--- src/rtl/seg7_pkg.sv ---
// rtl/seg7_pkg.sv - shared constants and FSM encoding for the 7-segment bus reader
//
// Purpose: segment pattern table (abcdefg, seg[6]=a), blank codes and the
//          capture FSM state encoding used by seg7_bcd_capture and
//          seg7_pattern_decode.
// Contents: SEG7_PAT_0..SEG7_PAT_9, SEG7_PAT_BLANK, BCD_BLANK, seg7_state_e.

package seg7_pkg;

  localparam logic [6:0] SEG7_PAT_0     = 7'b1111110;
  localparam logic [6:0] SEG7_PAT_1     = 7'b0110000;
  localparam logic [6:0] SEG7_PAT_2     = 7'b1101101;
  localparam logic [6:0] SEG7_PAT_3     = 7'b1111001;
  localparam logic [6:0] SEG7_PAT_4     = 7'b0110011;
  localparam logic [6:0] SEG7_PAT_5     = 7'b1011011;
  localparam logic [6:0] SEG7_PAT_6     = 7'b1011111;
  localparam logic [6:0] SEG7_PAT_7     = 7'b1110000;
  localparam logic [6:0] SEG7_PAT_8     = 7'b1111111;
  localparam logic [6:0] SEG7_PAT_9     = 7'b1111011;
  localparam logic [6:0] SEG7_PAT_BLANK = 7'b0000000;

  localparam logic [3:0] BCD_BLANK = 4'hF;

  typedef enum logic [1:0] {
    IDLE   = 2'd0,
    SETTLE = 2'd1,
    COMMIT = 2'd2,
    HOLD   = 2'd3
  } seg7_state_e;

endpackage

--- src/rtl/seg7_pattern_decode.sv ---
// rtl/seg7_pattern_decode.sv - combinational 7-segment pattern to BCD decoder
//
// Purpose: maps an abcdefg pattern back to its BCD digit.
// Ports:
//   seg   in  7  segment pattern, seg[6]=a, active-high
//   bcd   out 4  decoded digit, BCD_BLANK when not a legal digit
//   legal out 1  pattern is one of the ten digit patterns
//   blank out 1  pattern is all segments off

module seg7_pattern_decode
  import seg7_pkg::*;
(
  input  logic [6:0] seg,
  output logic [3:0] bcd,
  output logic       legal,
  output logic       blank
);

  always_comb begin
    bcd   = BCD_BLANK;
    legal = 1'b1;
    blank = (seg == SEG7_PAT_BLANK);
    case (seg)
      SEG7_PAT_0: bcd = 4'd0;
      SEG7_PAT_1: bcd = 4'd1;
      SEG7_PAT_2: bcd = 4'd2;
      SEG7_PAT_3: bcd = 4'd3;
      SEG7_PAT_4: bcd = 4'd4;
      SEG7_PAT_5: bcd = 4'd5;
      SEG7_PAT_6: bcd = 4'd6;
      SEG7_PAT_7: bcd = 4'd7;
      SEG7_PAT_8: bcd = 4'd8;
      SEG7_PAT_9: bcd = 4'd9;
      default:    legal = 1'b0;
    endcase
  end

endmodule

--- src/rtl/seg7_bcd_capture.sv ---
// rtl/seg7_bcd_capture.sv - multiplexed 7-segment bus reader with BCD capture
//
// Purpose: synchronises the segment lines and one-hot digit select, waits
//          for each pattern to settle, decodes it and stores it per digit.
//          Flags illegal patterns / multi-hot selects and signals full frames.
// Configuration: define SEG7_ACTIVE_LOW_EN for common-anode panels (segment
//          lines inverted after the synchroniser; dig_sel stays active-high).
// Ports:
//   clk          in   1             system clock, rising edge
//   rst_n        in   1             asynchronous active-low reset
//   seg_in       in   7             segments {a..g}, seg_in[6]=a, async
//   dig_sel      in   NUM_DIGITS    one-hot digit select, 0 = blanking, async
//   bcd_out      out  4*NUM_DIGITS  digit i at [4i+3:4i], 4'hF = blank/illegal
//   digit_valid  out  NUM_DIGITS    last commit to digit i was a legal 0-9
//   frame_done   out  1             pulse: every digit committed since last pulse
//   err_pulse    out  1             pulse: illegal pattern or multi-hot select

module seg7_bcd_capture
  import seg7_pkg::*;
#(
  parameter int NUM_DIGITS    = 4,
  parameter int STABLE_CYCLES = 4,
  parameter int CNT_W         = 3
) (
  input  logic                    clk,
  input  logic                    rst_n,
  input  logic [6:0]              seg_in,
  input  logic [NUM_DIGITS-1:0]   dig_sel,
  output logic [4*NUM_DIGITS-1:0] bcd_out,
  output logic [NUM_DIGITS-1:0]   digit_valid,
  output logic                    frame_done,
  output logic                    err_pulse
);

  localparam int W = NUM_DIGITS + 7;
  localparam logic [CNT_W-1:0] CNT_LAST = CNT_W'(STABLE_CYCLES - 1);

  logic [W-1:0]          sync1_q, sync2_q, synced, cap_q;
  logic [CNT_W-1:0]      cnt_q;
  seg7_state_e           state_q, state_d;
  logic                  changed, commit_now;
  logic [NUM_DIGITS-1:0] cap_dsel, seen_q, seen_next;
  logic [3:0]            dec_bcd;
  logic                  dec_legal, dec_blank;
  logic                  dsel_zero, dsel_onehot;

  // Two-flop synchroniser on the whole bus
  always_ff @(posedge clk or negedge rst_n) begin
    if (!rst_n) begin
      sync1_q <= '0;
      sync2_q <= '0;
    end else begin
      sync1_q <= {dig_sel, seg_in};
      sync2_q <= sync1_q;
    end
  end

`ifdef SEG7_ACTIVE_LOW_EN
  assign synced = {sync2_q[W-1:7], ~sync2_q[6:0]};
`else
  assign synced = sync2_q;
`endif

  assign changed   = (synced != cap_q);
  assign cap_dsel  = cap_q[W-1:7];
  assign dsel_zero   = (cap_dsel == '0);
  assign dsel_onehot = $onehot(cap_dsel);
  assign seen_next = seen_q | cap_dsel;

  seg7_pattern_decode u_decode (
    .seg   (cap_q[6:0]),
    .bcd   (dec_bcd),
    .legal (dec_legal),
    .blank (dec_blank)
  );

  // Any change restarts settling, whatever the current state. The digit
  // write lands on the edge that enters COMMIT, which gives the
  // STABLE_CYCLES+3 pin-to-output latency.
  always_comb begin
    state_d    = state_q;
    commit_now = 1'b0;
    if (changed) begin
      state_d = SETTLE;
    end else begin
      case (state_q)
        IDLE:   state_d = IDLE;
        SETTLE: begin
          if (cnt_q == CNT_LAST) begin
            state_d    = COMMIT;
            commit_now = 1'b1;
          end
        end
        COMMIT: state_d = HOLD;
        HOLD:   state_d = HOLD;
        default: state_d = IDLE;
      endcase
    end
  end

  always_ff @(posedge clk or negedge rst_n) begin
    if (!rst_n) begin
      state_q <= IDLE;
    end else begin
      state_q <= state_d;
    end
  end

  always_ff @(posedge clk or negedge rst_n) begin
    if (!rst_n) begin
      cap_q <= '0;
      cnt_q <= '0;
    end else if (changed) begin
      cap_q <= synced;
      cnt_q <= '0;
    end else if (state_q == SETTLE) begin
      cnt_q <= commit_now ? '0 : cnt_q + 1'b1;
    end
  end

  always_ff @(posedge clk or negedge rst_n) begin
    if (!rst_n) begin
      bcd_out     <= {NUM_DIGITS{BCD_BLANK}};
      digit_valid <= '0;
      seen_q      <= '0;
      frame_done  <= 1'b0;
      err_pulse   <= 1'b0;
    end else begin
      frame_done <= 1'b0;
      err_pulse  <= 1'b0;
      if (commit_now && !dsel_zero) begin
        if (!dsel_onehot) begin
          err_pulse <= 1'b1;
        end else begin
          for (int i = 0; i < NUM_DIGITS; i++) begin
            if (cap_dsel[i]) begin
              bcd_out[4*i +: 4] <= dec_legal ? dec_bcd : BCD_BLANK;
              digit_valid[i]    <= dec_legal;
            end
          end
          // All-off is what the encoder drives for non-BCD input: blank, not an error
          if (!dec_legal && !dec_blank) begin
            err_pulse <= 1'b1;
          end
          // The completing digit is not carried into the next frame
          if (&seen_next) begin
            frame_done <= 1'b1;
            seen_q     <= '0;
          end else begin
            seen_q <= seen_next;
          end
        end
      end
    end
  end

endmodule
--- config.mk ---
export PLATFORM = sky130hd
export DESIGN_NAME = seg7_bcd_capture
export DESIGN_NICKNAME = d
export VERILOG_FILES = /design/src/rtl/seg7_pkg.sv /design/src/rtl/seg7_pattern_decode.sv /design/src/rtl/seg7_bcd_capture.sv
export SDC_FILE = /design/constraint.sdc
export NUM_CORES = 1
export LEC_CHECK = 0
export BUFFER_PORTS_ARGS = -buffer_cell sky130_fd_sc_hd__buf_2
export CORE_ASPECT_RATIO = 1.2
export CORE_UTILIZATION = 35
export DETAILED_ROUTE_END_ITERATION = 16
export GPL_ROUTABILITY_DRIVEN = 0
export PLACE_DENSITY = 0.63
export SLEW_MARGIN = 20
export SYNTH_ARGS = -nofsm -noshare
export SYNTH_HDL_FRONTEND = slang
export SYNTH_HIERARCHICAL = 1
export SYNTH_SLANG_ARGS = --single-unit
--- constraint.sdc ---
create_clock -name clk -period 4.8 [get_ports clk]
set_input_delay 0.72 -clock clk [delete_from_list [all_inputs] [get_ports clk]]
set_output_delay 0.72 -clock clk [all_outputs]
set_load 0.005 [all_outputs]
; Word level (Yosys, flattened, before mapping)
; Index checks and enable logic that the tools add are counted.
[totals]
elab_cells = 74
output_inout_bits = 22
input_bits = 13
regBits = 64
[classes]
eq_ne = 17
add_sub_neg = 4
n_reduce_logical = 17
bitwise_logic = 1
muxes = 19
[op_table]
columns = operator, n
row1 = "7-bit equality test, second input constant", 8
row2 = 4-bit case mux with 10 select lines, 1
row3 = "7-bit by 6-bit equality test with 1-bit output, second input constant", 2
row4 = 3-bit AND reduction, 4
row5 = 11-bit inequality test, 1
row6 = 1-bit 2-to-1 mux, 10
row7 = 10-bit OR reduction, 1
row8 = 3-bit 2-to-1 mux, 3
row9 = 4-bit 2-to-1 mux, 2
row10 = 7-bit zero test, 1
row11 = 2-bit case mux with 3 select lines, 1
row12 = 1-bit by 1-bit adder with 2-bit output, 2
row13 = "2-bit equality test, second input constant", 2
row14 = 4-bit zero test, 1
row15 = 2-bit 2-to-1 mux, 2
row16 = 4-bit OR, 1
row17 = 4-bit AND reduction, 1
row18 = 2-bit by 2-bit adder with 3-bit output, 1
row19 = "3-bit by 1-bit adder with 3-bit output, second input constant", 1
row20 = "3-bit by 1-bit equality test with 1-bit output, second input constant", 1
row21 = "3-bit by 2-bit equality test with 1-bit output, second input constant", 1
row22 = 1-bit zero test, 3
row23 = "3-bit inequality test, second input constant", 1
row24 = "2-bit by 1-bit equality test with 1-bit output, second input constant", 1
row25 = other kinds (5), 6

; Longest topological paths before layout
; Gate-level depths: netlist of run 1.
[depth]
word_depth = 8
depth_mapped = 10
mapped_depth_nobuf = 10

; By module
; The synthesis of run 1 kept the hierarchy.
[modules_own_cells]
columns = mod, n_inst, seq_area_each_um2, area_each_um2, cells_per_inst
row1 = seg7_bcd_capture, 1, 1621.6, 2394.8, 167
row2 = seg7_pattern_decode, 1, 0.0, 221.5, 35

; Least setup slack after synthesis of run 1
; Ideal clock, no wire load.
[synth_timing]
kind = register to register
start = reg cap_q[7]
end = reg digit_valid[3]
n_path_buf = 0
path_stages_with_launch = 11
required_ps = 4675
period_less_slack_ps = 2666
t_arrival_ps = 2541
path_slack_ps = 2134
setup_time_ps = 125
cell_sequence = dfrtp_1 > inv_1 > fa_1 > inv_1 > ha_1 > ha_1 > nor3b_2 > nand4_1 > nor3_1 > nand2_1 > mux2_2
[synth_via]
elab_chain_len = 4
elab_cells_between_ends = 9
classes_between = 2 x add/sub / 2 x eq/ne / 1 x mux / 4 x reduce/logical
[synth_rtl]
columns = item, line_no
row1 = start: declaration, seg7_bcd_capture.sv:38  ; logic [W-1:0] sync1_q, sync2_q, synced, cap_q;
row2 = start signal: assignment, seg7_bcd_capture.sv:114  ; cap_q <= synced;
row3 = 1-bit by 1-bit adder with 2-bit output (not written as such) (tied with other cells), seg7_bcd_capture.sv:67  ; assign dsel_onehot = $onehot(cap_dsel);
row4 = 2-bit by 2-bit adder with 3-bit output (not written as such) (tied with other cells), seg7_bcd_capture.sv:67
row5 = 3-bit by 1-bit equality test with 1-bit output / 1-bit logical AND (equally long branches), "seg7_bcd_capture.sv:67, seg7_bcd_capture.sv:131"
row6 = 3-bit AND reduction (no line) (*), --
row7 = end signal: indexed assignment, seg7_bcd_capture.sv:138  ; digit_valid[i] <= dec_legal;
row8 = end: declaration, seg7_bcd_capture.sv:30  ; output logic [NUM_DIGITS-1:0] digit_valid,
; Mark *: on every way between the ends. The rest lies on a longest branch, timed or not.
; A chain may end at the register's enable or synchronous reset.

; Worst setup path in the final report of run 1
; Ends and elaborated chain as after synthesis.

==> results of run 1 <==
[per-layer routing]
metal / part of all wire (%) / global-route usage, % / up-vias
li1: - / - / 756
met1: 46 / 18.1 / 752
met2: 47 / 18.1 / 44
met3: 3.8 / 3.77 / 12
met4: 3.1 / 8.24 / 0
met5: 0 / 0 / -
[cell families after synthesis]
group | share of synthesized area, %
mux | 8.61
fa+ha+maj | 3.16
compound gates | 5.79
xor+xnor | 4.02
simple gates | 12.5
buf+inv | 3.92
flops | 62.0
[power by group through the flow]
stage | logic, mW | clock network, mW | registers [mW]
after floorplan | 0.0353 | 0 | 0.573
after global placement | 0.0493 | 0 | 0.578
after detailed placement | 0.0501 | 0 | 0.579
after CTS | 0.0506 | 0.564 | 0.569
after global routing | 0.0575 | 0.594 | 0.571
final | 0.0496 | 0.550 | 0.569
[worst max path at each step]
stage / start / end / cells after the start
floorplan: cap_q[7]$_DFFE_PN0P_ / digit_valid[3]$_DFFE_PN0P_ / 10
global placement: cap_q[7]$_DFFE_PN0P_ / digit_valid[3]$_DFFE_PN0P_ / 10
detailed placement: cap_q[7]$_DFFE_PN0P_ / digit_valid[3]$_DFFE_PN0P_ / 10
CTS: cap_q[7]$_DFFE_PN0P_ / digit_valid[3]$_DFFE_PN0P_ / 10
global route: cap_q[7]$_DFFE_PN0P_ / digit_valid[3]$_DFFE_PN0P_ / 10
finish: cap_q[7]$_DFFE_PN0P_ / digit_valid[3]$_DFFE_PN0P_ / 10
[through the flow]
step           setup slack, ns  util [%]
2_1_floorplan             2.13         -
4_1_cts                   1.85      42.7
6_report                  1.84      42.7
3_3_place_gp              1.98      39.3
3_5_place_dp              1.88      39.3
5_1_grt                   1.61      42.7
[flip-flops by register name, indices dropped and copies added (netlist names)]
register     flops
err_pulse        1
state_q          2
cnt_q            3
sync1_q         11
frame_done       1
sync2_q         11
bcd_out         16
cap_q           11
digit_valid      4
seen_q           4
[cells in the final DEF (no fill, tap or decap), types with 2 or more instances in the layout]
cell type and instances:
o22ai_1 2, or3b_1 2, xnor2_1 12, clkbuf_8 9, nand3_1 4, o21ai_1 2, nand2b_1 6, nor2_1 10
inv_1 11, a21oi_1 12, nand4_2 3, dfrtp_1 48, nand2_1 5, nor3_1 5, ha_1 5, mux2_1 3
dfstp_2 16, buf_2 34, mux2_2 17, o21ai_0 3, bufinv_16 3, nor3b_1 2, nand4_1 5
[layout make-up]
| class | count | area (um^2) | share of cell area [%] |
|---|---|---|---|
| flip-flops and latches | 64 | 1620 | 52.5 |
| multi-input cells | 113 | 892 | 28.9 |
| repair buffers | 35 | 178 | 5.75 |
| clock buffers | 9 | 124 | 4.01 |
| clock inverters | 7 | 119 | 3.85 |
| well taps | 90 | 113 | 3.65 |
| inverters | 11 | 41.3 | 1.34 |
[critical path, delay by kind of cell, from the launching register on]
kind                       cells  cell delay [ns]
adders and majority gates      3             0.99
and+or+nand+nor                4             0.95
DFF                            1             0.43
muxes                          1             0.31
buffers and inverters          2             0.15
==> metrics.md, run 1 <==
| Metric | Value |
|---|---|
| Internal Power | 0.920 mW |
| Share of post-route cells with drive strength above 1 | 38.5% |
| Vias | 1564 |
| Slew Limit Fails | 0 |
| Worst Hold Slack | 0.349 ns |
| CP Launch Type | flop |
| EDFF count, synth | 0 |
| Std-Cell Rows | 34 |
| Iter 0 DRT Violations | 90 |
| Placed insts | 313 |
| Status | completed |
| Synth area leader | dfrtp_1 |
| Combinational power share | 4.2% |
| CP max-delay cell | fa_1 |
| Worst-path maximum fanout | 6 |
| Slew @ Worst Pin | 0.777 ns |
| DR vias/cell | 4.75 |
| Drt wl/cell | 13.5 um |
| Cells on worst reg2reg path | 10 |
| Post-detail-place hpwl | 3070 um |
| Final instance area | 3090 um^2 |
| Clock Power Share | 47.1% |
| WHS Path Cells | 0 |
| Peak VDD IR | 0.279 mV |
| Switching share of total power | 21.3% |
| Seq/Total Area, Yosys | 62.0% |
| First-pass GRT wire length | 7590 um |
| Top_reg_cell synth | dfrtp_1 |
| Initial antenna violation count | 0 |
| # Post-CTS Setup Buffers | 0 |
| Fin Setup TNS | 0 ns |
| Mapped Area | 2620 um^2 |
| Syn nets | 221 |
| Fmax | 338 MHz |
| CP required | 5.02 ns |
| Clock Latency Late Sink | 0.34 ns |
| Slew margin rel. | 48.2% |
| Syn Area/Cell | 13.0 um^2 |
| Min-delay src | sync1_q[4]$_DFF_PN0_ |
| Share of the synthesized area in the top cell type | 45.9% |
| Post-synth ARST share | 100% |
| Final Hold Violating Endpoints | 0 |
| CTS Root Cell | clkbuf_8 |
| Unrepaired setup endpoints after global routing | no |
| Reg clk slew, reported paths | 0.07 ns |
| R2R setup slack | 1.84 ns |
| Routed WL | 4440 um |
| Hold bufs inserted after CTS | 0 |
| Switch Pwr | 0.249 mW |
| Endpoints failing setup | 0 |
| Worst EP arrival | 3.18 ns |
| # diodes | 0 |
| Full die area | 7830 um^2 |
| CP Class | reg2reg |
| Dominant cells by area after synthesis | dfrtp_1, dfstp_2, mux2_2, xnor2_1, ha_1 |
| Yosys warnings | 6 |
| Core box area | 7230 um^2 |
| Worst R2R End | digit_valid[3]$_DFFE_PN0P_ |
| Largest stage delay on the critical path | 0.53 ns |
| Nets | 253 |
| Pwr Density | 379 nW/um^2 |
| Gr ovfl total | 0 |
| Vias in the first global route | 1527 |
| Area growth, synth to finish | 18.0% |
| Worst clock skew | 0.00916 ns |
| Total Routing Usage GR | 13.2% |
| Placed Area | 2850 um^2 |
| Synth Register Bits | 64 |
| Leak | 1.43 nW |
| Largest net degree at the start of global routing | 65 |
| Die X-Extent | 80.9 um |
| Syn Inst Count | 202 |
| Antenna viol nets, final | 0 |
| Die Span Y | 96.7 um |
| Critical R2R Launch | cap_q[7]$_DFFE_PN0P_ |
| # IOs | 35 |
| Port bufs | 34 |
| Initial Utilization | 36.2% |
| H-tree depth | 3 |
| CTS buffer count | 9 |
| Layout Cells excl Fill | 329 |
| DR DRC count | 0 |
| DRT Pass-1 Iters | 4 |
| Fill cell count | 691 |
| Post-synthesis cell type count | 38 |
| Resized Gates After CTS | 0 |
| Longest Clk Path Bufs | 2 |
| Crit share post-route | 61.6% |
| Register share of total power | 48.7% |
| Hold EP | sync2_q[4]$_DFF_PN0_ |
| Worst hold path type | reg2reg |
| # clock sinks | 64 |
| Power Total | 1.17 mW |
| Commonest cells post-synth | dfrtp_1, mux2_2, dfstp_2 |
| Cells along the critical path | inv_1 > fa_1 > inv_1 > ha_1 > ha_1 > nor3b_2 > nand4_1 > nor3_1 > nand2_1 > mux2_2 |
| Max Cap Viol | 0 |
| TritonCTS clock tree | done |
| Crit. End Element | flop |
| Most common cell in the netlist | dfrtp_1 |
| Tmin final | 2.96 ns |
Power figures use the tool's default switching activity.
==> inputs of run 2 (changes only) <==
==> constraint.sdc (replaced) <==
create_clock -name clk -period 2.9 [get_ports clk]
set_input_delay 0.435 -clock clk [delete_from_list [all_inputs] [get_ports clk]]
set_output_delay 0.435 -clock clk [all_outputs]
set_load 0.005 [all_outputs]
==> metrics.md, run 2 (same netlist as run 1, synthesis figures left out) <==
| Metric | Value |
|---|---|
| CP required | 3.11 ns |
| Initial antenna violation count | 0 |
| Pwr Density | 550 nW/um^2 |
| Cells along the critical path | inv_1 > fa_1 > inv_1 > ha_1 > ha_1 > nor3b_2 > buf_4 > nand4_2 > mux2_1 |
| Largest net degree at the start of global routing | 37 |
| CTS Root Cell | clkbuf_8 |
| Peak VDD IR | 0.333 mV |
| Resized Gates After CTS | 0 |
| Post-detail-place hpwl | 3140 um |
| Leak | 1.40 nW |
| DR vias/cell | 4.78 |
| Gr ovfl total | 0 |
| # IOs | 35 |
| DRT Pass-1 Iters | 4 |
| Delay-heaviest family, CP | adder cells |
| Layout Cells excl Fill | 330 |
| Tmin final | 2.68 ns |
| Fmax | 374 MHz |
| Clock Latency Late Sink | 0.33 ns |
| # diodes | 0 |
| Crit. End Element | flop |
| Initial Utilization | 36.2% |
| Share of post-route cells with drive strength above 1 | 38.8% |
| Crit share post-route | 92.3% |
| Drt wl/cell | 13.2 um |
| Iter 0 DRT Violations | 88 |
| Unrepaired setup endpoints after global routing | no |
| Antenna viol nets, final | 0 |
| CP Class | reg2reg |
| # Post-CTS Setup Buffers | 0 |
| Largest stage delay on the critical path | 0.54 ns |
| CTS buffer count | 9 |
| H-tree depth | 3 |
| Die Span Y | 96.7 um |
| Std-Cell Rows | 34 |
| Commonest non-fill, non-tap cell in the layout | dfrtp_1 |
| DR WL met3 | 198 um |
| # clock sinks | 64 |
| Slew margin rel. | 46.2% |
| Die X-Extent | 80.9 um |
| CP Launch Type | flop |
| Hold bufs inserted after CTS | 0 |
| Final Hold Violating Endpoints | 0 |
| Max Cap Viol | 0 |
| Worst-path maximum fanout | 6 |
| Status | completed |
| Port bufs | 34 |
| Placed insts | 314 |
| Worst EP arrival | 2.89 ns |
| Buffers and inverters on the worst path | 3 |
| Nets | 254 |
| DR DRC count | 0 |
| First-pass GRT wire length | 7410 um |
| Reg clk slew, reported paths | 0.07 ns |
| Total Routing Usage GR | 12.8% |
| Routed WL | 4360 um |
| Vias | 1576 |
| Setup WS pre-CTS | 0.210 ns |
| CP max-delay cell | fa_1 |
| Max FFs per register | 16 |
| Longest Clk Path Bufs | 2 |
| Most flop-heavy register | bcd_out |
| Met1 WL | 1980 um |
| Endpoints failing setup | 0 |
| Worst Setup Slack, final | 0.223 ns |
| Worst clock skew | 0.00590 ns |
| Area growth, synth to finish | 16.1% |
| Slew @ Worst Pin | 0.807 ns |
| Vias in the first global route | 1584 |
| Slew Limit Fails | 0 |
| TritonCTS clock tree | done |
| Worst hold path type | in2async |
| Power Total | 1.67 mW |
| Met2 wire length | 2100 um |
| Top Layer Used | met4 |
| Core box area | 7230 um^2 |
| Most frequent cells in the layout | dfrtp_1, buf_2, mux2_2 |
| Full die area | 7830 um^2 |
| Fin Setup TNS | 0 ns |
run 2: changes by cell type in the layout (fill, tap and decap cells not counted):
cell,before,now
buf_12,0,1
bufinv_16,3,0
clkinv_2,0,1
clkinv_4,1,0
clkinvlp_4,1,4
run 2: final timing paths:
| kind | start | to | depth (start not counted) | slack, ns |
|---|---|---|---|---|
| worst max-delay path | cap_q[7]$_DFFE_PN0P_ | digit_valid[1]$_DFFE_PN0P_ | 9 | 0.22 |
| worst min-delay path | rst_n | digit_valid[2]$_DFFE_PN0P_ | 1 | 0.19 |
| worst max register to register | cap_q[7]$_DFFE_PN0P_ | digit_valid[1]$_DFFE_PN0P_ | 9 | 0.22 |
| worst min register to register | sync1_q[9]$_DFF_PN0_ | sync2_q[9]$_DFF_PN0_ | 0 | 0.35 |
| max in group asynchronous | rst_n | bcd_out[1]$_DFFE_PN1P_ | 2 | 2.02 |
| min in group clk | dig_sel[1] | sync1_q[8]$_DFF_PN0_ | 1 | 0.20 |
run 2: area by class of cell:
class,count,area (um^2)
clock inverter,7,47.5
tap,90,113
multi-input combinational,113,892
sequential,64,1620
clock buffer,9,124
inverter,11,41.3
timing repair buffer,36,198
fill,695,4200
run 2: metrics by stage:
stage / area, um^2 / hold WS (ns) / utilization, %
final: 3040 / 0.188 / 42.0
after global routing: 3040 / 0.175 / 42.0
after CTS: 3040 / 0.179 / 42.0
after detailed placement: 2870 / 0.335 / 39.6
after global placement: 2870 / 0.333 / 39.6
after floorplan: 2620 / 0.139 / -
run 2: power by group:
group / internal [mW] / switching (mW)
Combinational: 0.0397 / 0.0487
Clock: 0.307 / 0.334
Sequential: 0.917 / 0.0246
Total: 1.26 / 0.408
run 2: routing by layer:
layer | GRT usage, % | vias up
met5 | 0 | -
met4 | 5.91 | 0
met3 | 4.62 | 9
met2 | 20.1 | 40
met1 | 15.4 | 775
li1 | - | 752
run 2: worst reg2reg max path, cell delays in order (launching register included):
cell and delay, ns:
dfrtp_1 0.43, inv_1 0.10, fa_1 0.54, inv_1 0.04, ha_1 0.17, ha_1 0.28
nor3b_2 0.21, buf_4 0.17, nand4_2 0.23, mux2_1 0.38
==> inputs of run 3 (changes only) <==
--- a/config.mk
+++ b/config.mk
@@ -5,12 +5,13 @@
 export SDC_FILE = /design/constraint.sdc
 export NUM_CORES = 1
 export LEC_CHECK = 0
-export BUFFER_PORTS_ARGS = -buffer_cell sky130_fd_sc_hd__buf_2
 export CORE_ASPECT_RATIO = 1.2
 export CORE_UTILIZATION = 35
 export DETAILED_ROUTE_END_ITERATION = 16
+export DONT_BUFFER_PORTS = 1
 export GPL_ROUTABILITY_DRIVEN = 0
-export PLACE_DENSITY = 0.63
+export PLACE_DENSITY = 0.59
+export SKIP_CTS_REPAIR_TIMING = 1
 export SLEW_MARGIN = 20
 export SYNTH_ARGS = -nofsm -noshare
 export SYNTH_HDL_FRONTEND = slang
==> metrics.md, run 3 (same netlist as run 1, synthesis figures left out) <==
| Metric | Value |
|---|---|
| Status | completed |
| CTS buffer count | 9 |
| Tmin final | 2.68 ns |
| Worst-path maximum fanout | 6 |
| R2R setup slack | 0.22 ns |
| Crit. End Element | flop |
| TritonCTS clock tree | done |
| Drt wl/cell | 15.2 um |
| First-pass GRT wire length | 7530 um |
| Post-detail-place hpwl | 3060 um |
| Vias | 1471 |
| Worst Setup Slack, final | 0.220 ns |
| Worst hold path type | in2reg |
| Slew Limit Fails | 0 |
| Max FFs per register | 16 |
| Worst clock skew | 0.0128 ns |
| DR vias/cell | 4.94 |
| DRT Pass-1 Iters | 4 |
| Critical R2R Launch | cap_q[7]$_DFFE_PN0P_ |
| H-tree depth | 3 |
| Clock Latency Late Sink | 0.34 ns |
| CTS Root Cell | clkbuf_8 |
| Total Routing Usage GR | 13.1% |
| Port bufs | 0 |
| CP required | 3.12 ns |
| Fin Setup TNS | 0 ns |
| Worst Setup EP | digit_valid[3]$_DFFE_PN0P_ |
| Peak VDD IR | 0.271 mV |
| Most frequent cells in the layout | dfrtp_1, mux2_2, dfstp_2 |
| Initial antenna violation count | 0 |
| DR DRC count | 0 |
| Max Cap Viol | 0 |
| Slew @ Worst Pin | 0.380 ns |
| CP Class | reg2reg |
| Die Span Y | 96.7 um |
| Pwr Density | 600 nW/um^2 |
| Cells on worst reg2reg path | 10 |
| Worst R2R End | digit_valid[3]$_DFFE_PN0P_ |
| Most flop-heavy register | bcd_out |
| CP Launch Type | flop |
| Largest net degree at the start of global routing | 65 |
| Crit share post-route | 92.4% |
| # diodes | 0 |
| Endpoints failing setup | 0 |
| Fmax | 373 MHz |
| Die X-Extent | 80.9 um |
| Setup WS pre-CTS | 0.211 ns |
| Iter 0 DRT Violations | 96 |
| Unrepaired setup endpoints after global routing | no |
| Vias in the first global route | 1478 |
| Final Hold Violating Endpoints | 0 |
| Share of post-route cells with drive strength above 1 | 28.8% |
| Initial Utilization | 36.2% |
| Longest Clk Path Bufs | 2 |
| # IOs | 35 |
| Std-Cell Rows | 34 |
| Full die area | 7830 um^2 |
| Commonest non-fill, non-tap cell in the layout | dfrtp_1 |
| Antenna viol nets, final | 0 |
| Core box area | 7230 um^2 |
| Slew margin rel. | 74.5% |
| Gr ovfl total | 0 |
| Worst Setup SP | cap_q[7]$_DFFE_PN0P_ |
| # clock sinks | 64 |
| Area growth, synth to finish | 11.3% |
| Reg clk slew, reported paths | 0.07 ns |
| Worst EP arrival | 2.90 ns |
| Nets | 222 |
| Worst Hold Slack | 0.126 ns |
| Leak | 1.26 nW |
| Routed WL | 4530 um |
## run 3: cell count changes in the layout (fill, tap and decap cells not counted), sizes merged
cell | previous run | this run
clkinv | 2 | 3
inv | 12 | 11
dlygate4sd3 | 0 | 1
buf | 36 | 3
clkinvlp | 4 | 1
clkbuf | 9 | 12
## run 3: area by class of cell
| class | count | area [um^2] |
|---|---|---|
| tap | 90 | 113 |
| multi-input combinational | 113 | 892 |
| clock buffer | 12 | 166 |
| fill | 692 | 4320 |
| timing repair buffer | 4 | 52.6 |
| clock inverter | 4 | 26.3 |
| sequential | 64 | 1620 |
| inverter | 11 | 41.3 |
## run 3: worst min path at each step
stage | startpoint | endpoint | cells past startpoint | slack [ns]
floorplan | rst_n | cap_q[0]$_DFFE_PN0P_ | 0 | 0.14
global placement | rst_n | seen_q[2]$_DFFE_PN0P_ | 0 | 0.14
detailed placement | rst_n | digit_valid[2]$_DFFE_PN0P_ | 0 | 0.14
CTS | rst_n | seen_q[0]$_DFFE_PN0P_ | 0 | -0.23
global route | dig_sel[0] | sync1_q[7]$_DFF_PN0_ | 0 | 0.09
finish | seg_in[3] | sync1_q[3]$_DFF_PN0_ | 0 | 0.13
## run 3: layer usage
layer	part of all wire (%)	global-route usage, %	wire, um
met5	0	0	0
met4	1.0	6.18	46
met3	5.0	5.85	226
met2	48	19.3	2170
met1	46	16.3	2080
## run 3: critical path, cell delays in order, from the launching register on
cell and delay [ns]:
dfrtp_1 0.44, inv_1 0.11, fa_1 0.54, inv_1 0.04, ha_1 0.17, ha_1 0.28
nor3b_2 0.21, nand4_1 0.12, nor3_1 0.14, nand2_1 0.20, mux2_2 0.32
## run 3: through the flow
stage / cell area [um^2] / utilization [%] / total power [mW] / cells
finish: 2910 / 40.3 / 1.75 / 298
global route: 2910 / 40.3 / 1.83 / 298
CTS: 2880 / 39.8 / 1.75 / 296
detailed placement: 2680 / 37.1 / 1.02 / 280
global placement: 2680 / 37.1 / 1.02 / 280
floorplan: 2620 / - / 1.01 / 202
## run 3: report_power, final
group	switching, mW	internal (mW)	total [mW]	leakage, nW
sequential	0.0242	0.917	0.941	0.754
combinational	0.0485	0.0369	0.0853	0.411
clock	0.338	0.384	0.722	0.0975
total	0.410	1.34	1.75	1.26
